## src/rtl/mem_access_stage.sv

```systemverilog
// MEM stage: issues one dcache request per live load/store, stalls until dhit,
// bypasses load data into the writeback mux, and latches halt and timeout flags.
module mem_access_stage #(
  parameter int WORD_W  = 32,
  parameter int TIMEOUT = 255
) (
  input  logic              CLK,
  input  logic              RST,
  input  logic              valid_i,
  input  logic              dREN_i,
  input  logic              dWEN_i,
  input  logic [WORD_W-1:0] aluout_i,
  input  logic [WORD_W-1:0] rdat2_i,
  input  logic [WORD_W-1:0] pc4_i,
  input  logic [WORD_W-1:0] lui_imm_i,
  input  logic [1:0]        MemToReg_i,
  input  logic              halt_i,
  input  logic              dhit,
  input  logic [WORD_W-1:0] dmemload,
  output logic              dmemREN,
  output logic              dmemWEN,
  output logic [WORD_W-1:0] dmemaddr,
  output logic [WORD_W-1:0] dmemstore,
  output logic              mem_stall,
  output logic [WORD_W-1:0] wdat_o,
  output logic              halt_o,
  output logic              err_o
);

  localparam logic [7:0] TIMEOUT_CNT = TIMEOUT[7:0];

  typedef enum logic [1:0] {
    IDLE   = 2'd0,
    WAIT   = 2'd1,
    HALTED = 2'd2
  } state_t;

  state_t            state_q, state_d;
  logic [7:0]        wait_cnt_q, wait_cnt_d;
  logic [WORD_W-1:0] load_q, load_d;
  logic              halt_q, halt_d;
  logic              err_q, err_d;
  logic              mem_op;
  logic              addr_lsb_unused;

  // Word-aligned requests: the byte offset bits never reach the dcache.
  assign addr_lsb_unused = &aluout_i[1:0];

  always_comb begin
    mem_op    = valid_i & (dREN_i | dWEN_i) & (state_q != HALTED);
    dmemREN   = mem_op & dREN_i;
    dmemWEN   = mem_op & dWEN_i & ~dREN_i;
    dmemaddr  = {aluout_i[WORD_W-1:2], 2'b00};
    dmemstore = rdat2_i;
    mem_stall = mem_op & ~dhit;
  end

  // Load data is bypassed in the hit cycle so MEM/WB captures it on the same edge.
  always_comb begin
    wdat_o = aluout_i;
    case (MemToReg_i)
      2'd0:    wdat_o = aluout_i;
      2'd1:    wdat_o = dhit ? dmemload : load_q;
      2'd2:    wdat_o = pc4_i;
      default: wdat_o = lui_imm_i;
    endcase
  end

  always_comb begin
    state_d    = state_q;
    wait_cnt_d = wait_cnt_q;
    load_d     = load_q;
    halt_d     = halt_q;
    err_d      = err_q;
    if (dhit & dmemREN) begin
      load_d = dmemload;
    end
    case (state_q)
      IDLE: begin
        if (mem_op & ~dhit) begin
          state_d    = WAIT;
          wait_cnt_d = 8'd1;
        end else if (valid_i & halt_i & ~mem_op) begin
          state_d = HALTED;
          halt_d  = 1'b1;
        end
      end
      WAIT: begin
        // A slow access is flagged but never abandoned; only dhit releases it.
        if (wait_cnt_q == TIMEOUT_CNT) begin
          err_d = 1'b1;
        end
        if (dhit) begin
          state_d    = IDLE;
          wait_cnt_d = 8'd0;
        end else if (wait_cnt_q != 8'hFF) begin
          wait_cnt_d = wait_cnt_q + 8'd1;
        end
      end
      HALTED: begin
        halt_d = 1'b1;
      end
      default: begin
        state_d = IDLE;
      end
    endcase
  end

  always_ff @(posedge CLK) begin
    if (RST) begin
      state_q    <= IDLE;
      wait_cnt_q <= 8'd0;
      load_q     <= '0;
      halt_q     <= 1'b0;
      err_q      <= 1'b0;
    end else begin
      state_q    <= state_d;
      wait_cnt_q <= wait_cnt_d;
      load_q     <= load_d;
      halt_q     <= halt_d;
      err_q      <= err_d;
    end
  end

  assign halt_o = halt_q;
  assign err_o  = err_q;

endmodule

```

## config.mk

```make
export PLATFORM = sky130hd
export DESIGN_NAME = mem_access_stage
export DESIGN_NICKNAME = d
export VERILOG_FILES = /design/src/rtl/mem_access_stage.sv
export SDC_FILE = /design/constraint.sdc
export NUM_CORES = 1
export LEC_CHECK = 0
export ABC_AREA = 1
export CAP_MARGIN = 30
export CORE_ASPECT_RATIO = 0.8
export CORE_UTILIZATION = 34
export CTS_CLUSTER_DIAMETER = 40
export DETAILED_ROUTE_END_ITERATION = 8
export HOLD_SLACK_MARGIN = 0.08
export PLACE_DENSITY = 0.93
export REMOVE_ABC_BUFFERS = 1
export SLEW_MARGIN = 0
export SYNTH_ARGS = -nofsm -noshare
export SYNTH_HDL_FRONTEND = slang
export SYNTH_SLANG_ARGS = --single-unit
```

## constraint.sdc

```tcl
create_clock -name CLK -period 1.7 [get_ports CLK]
set_input_delay 0.34 -clock CLK [delete_from_list [all_inputs] [get_ports CLK]]
set_output_delay 0.34 -clock CLK [all_outputs]
set_load 0.02 [all_outputs]
```

==> results.md <==
* Status: finished, final reports clean
* NetSw at 1.04 mW
* Gate Count Post-Synth at ~530
* XOR/XNOR Fraction of Synth Area at 0%
* GRT busiest layer: met2
* Share of power burned in registers at 31.3%
* Share of cells above drive strength 1 at 17.6%
* Int Power at roughly 2.5 mW
* CTS Root Cell: clkbuf_16
* Hold Crit Depth at 4
* Vias at ~4200
* Clk pwr share at ~33%
* Tmin final at approximately 1700 ps
* Switching Share at just under 30%
* GRT Overall Usage at 25.6%
* Vias in the first global route at 4070
* Met3 GRT Util at 12.0%
* NumNets Final at 864
* Crit path capture type: primary output
* DRC violations left at 0
* Area share of and/or/nand/nor cells after synthesis at 24.9%
* Hold path start: dREN_i
* Clk_skew at 9.87 ps
* Final HPWL DP at 10.5 mm
* Area Overhead vs Synth at 67.2%
* Clk_lat worst skew at ~290 ps
* Die boundary width at 113 um
* VDD IR-drop max at around 0.39 mV
* Req. time, crit path at 1360 ps
* Comb pwr share at a little over a third
* GPL Wtd Cong at 0.912
* Final Hold Viols at 0
* Total power at 3.50 mW
* Worst Path Max Fanout at 2
* Clock slew at reported path FFs at 70 ps
* WS Path Type: input port to primary output
* Pins Over Slew Limit at 0
* Antenna viol nets, final at 0
* Site Rows at 32
* Compound-Gate Fraction of Synth Area at 23.2%
* Cell area after synthesis at 3380 sq um
* Clock buffer count from CTS at 5
* Chip height at 91.2 um
* Placed cell areas at 5350 sq um
* FF-to-FF Start: wait_cnt_q[0]
* TNS Setup at 0 ps
* IO Count at 270
* Post-cts hold buffer count at 0
* Pleak at 2.37 nW
* CTS tree: yes
* Setup-failing EPs final at 0
* Port Buffers at 203
* Antenna violations before repair at 0
* Post-synthesis area per instance at ~6.4 sq um
* Clock Tree Buf Depth at 2
* Final period util at 99.3%
* Largest net degree at the start of global routing at 33
* Initial Util at roughly a third
* Min-Delay Path Class: input port to flip-flop
* Largest family of logic cells by synthesized area: buffers and inverters
* Hold endpoint: state_q[1]
* R2r setup slk at 180 ps
* RSZ-0062 raised after global routing: true
* Reg2Reg Depth at 7
* CP startpoint kind: input port
* Final instance area at 5650 sq um
* Die area at 10300 sq um
* Mux cell area share after synthesis at 0%
* Total wire length at 14.0 mm
* Vias/cell at 5.05
* Drt pass-1 iters at 4
* Ys Warns at 0
* Number of distinct library cells after synthesis at 27
* Post-layout util at 58.5%
* DR iter-0 viols at roughly 200
* Antenna diode count at 0
* H-tree depth at 2
* Grt met1 use at between 20% and 30%
* Reg2Reg Capture Point: wait_cnt_q[2]
* Post-synthesis sequential area ratio at 26.1%
* Number of synthesized register bits at 44
* First-pass GRT wire length at roughly 20 mm
* Max Clock Freq at 0.592 GHz
* Core area at roughly 9600 sq um
* Synth Area in Adders at 0.370%
* Max-cap violations at 0
* Power Dens Cells at 619 nW/um^2
* Routed len/inst at 16.8 um
* Global routing usage on met2 at 42.2%
* Sink Count at 44
* Grt ovf at 0
* Arr. time, crit path at between 1000 and 1500 ps
==> synthesized netlist by cell type <==
library cell / instances / area [sq um]
a21oi_1: 74 / 370
buf_1: 2 / 7.51
buf_2: 2 / 10.0
buf_4: 66 / 495
buf_6: 8 / 90.1
clkbuf_1: 15 / 56.3
conb_1: 1 / 3.75
dfxtp_1: 44 / 881
ha_1: 1 / 12.5
inv_1: 50 / 188
inv_2: 3 / 11.3
nand2_1: 120 / 450
nand2_2: 3 / 18.8
nand2_4: 1 / 11.3
nand3_1: 9 / 45.0
nand4_1: 22 / 138
nand4_4: 1 / 21.3
nor2_1: 29 / 109
nor2_2: 2 / 12.5
nor2_4: 2 / 22.5
nor3_1: 1 / 5.00
o2111ai_1: 18 / 158
o21a_1: 1 / 7.51
o21ai_0: 20 / 100
o21ai_1: 28 / 140
o21bai_1: 1 / 7.51
or2_2: 1 / 6.26
==> layer usage <==
metal  vias to the layer above  routed length (um)
met4                         2                 435
met5                         -                  73
li1                       2024                   -
met3                        30                1650
met2                       245                6340
met1                      1896                5470
==> power groups by stage <==
stage	logic [mW]	registers (mW)	clock network [mW]
floorplan	0.396	1.12	0
global placement	1.21	1.12	0
detailed placement	1.23	1.12	0
CTS	1.19	1.10	1.17
global route	1.33	1.10	1.23
finish	1.24	1.10	1.16
==> layout by cell type (no fill, tap or decap), drive strengths merged, types with 2 or more instances in the layout <==
cell / netlist / layout
clkdlybuf4s50: 0 / 132
dlymetal6s2s: 0 / 3
nor2: 33 / 33
o21ai: 48 / 48
nand3: 9 / 9
buf: 78 / 86
nand2: 124 / 124
conb: 1 / 2
inv: 53 / 53
dfxtp: 44 / 44
a21oi: 74 / 74
clkbuf: 15 / 7
nand4: 23 / 23
dlygate4sd2: 0 / 30
o2111ai: 18 / 18
==> layout make-up <==
class	instances	area, sq um
fillers	893	4000
repair buffers	254	2520
multi-input cells	336	1700
flip-flops and latches	44	881
inverters	53	201
well taps	136	170
clock buffers	6	139
clock inverters	2	38.8
==> flip-flops by register name (all words and copies together), names as in the netlist <==
name	cells
load_q	32
wait_cnt_q	8
state_q	2
err_o	1
halt_o	1
==> worst max-delay path, stage by stage <==
cell and delay [ps]:
clkdlybuf4s50_1 440, a21oi_1 220, o2111ai_2 170, buf_6 180
==> metrics by stage <==
stage,hold WS [ps],instances,setup WS (ps)
2_1_floorplan,409,433,-360
3_3_place_gp,437,811,-801
3_5_place_dp,442,811,-869
4_1_cts,452,828,-36.3
5_1_grt,443,831,-51.4
6_report,430,831,11.5
==> logic make-up after synthesis <==
| kind of cell | after synthesis |
|---|---|
| adder cells (fa/ha/maj) | 1 |
| AND/OR/NAND/NOR | 191 |
| other | 1 |
| AO/OA/AOI/OAI | 142 |
| flip-flops | 44 |
| buffers and inverters | 146 |
==> worst max-delay path by stage <==
stage                        startpoint    endpoint  cells past startpoint
after detailed placement  MemToReg_i[0]  wdat_o[29]                      7
final                       dmemload[3]   wdat_o[3]                      4
after global placement    MemToReg_i[0]  wdat_o[29]                      7
after global routing        dmemload[3]   wdat_o[3]                      4
after CTS                 MemToReg_i[1]  wdat_o[17]                      9
after floorplan           MemToReg_i[1]  wdat_o[12]                      4
==> timing repair <==
item | 4_1_cts | 5_1_grt
cloned | 2 | 1
pin swaps | 3 | 7
setup endpoints to repair | 65 | 31
setup buffers | 7 | 2
resized for setup | 181 | 38
Note: power is estimated with default switching activity, not from simulation.
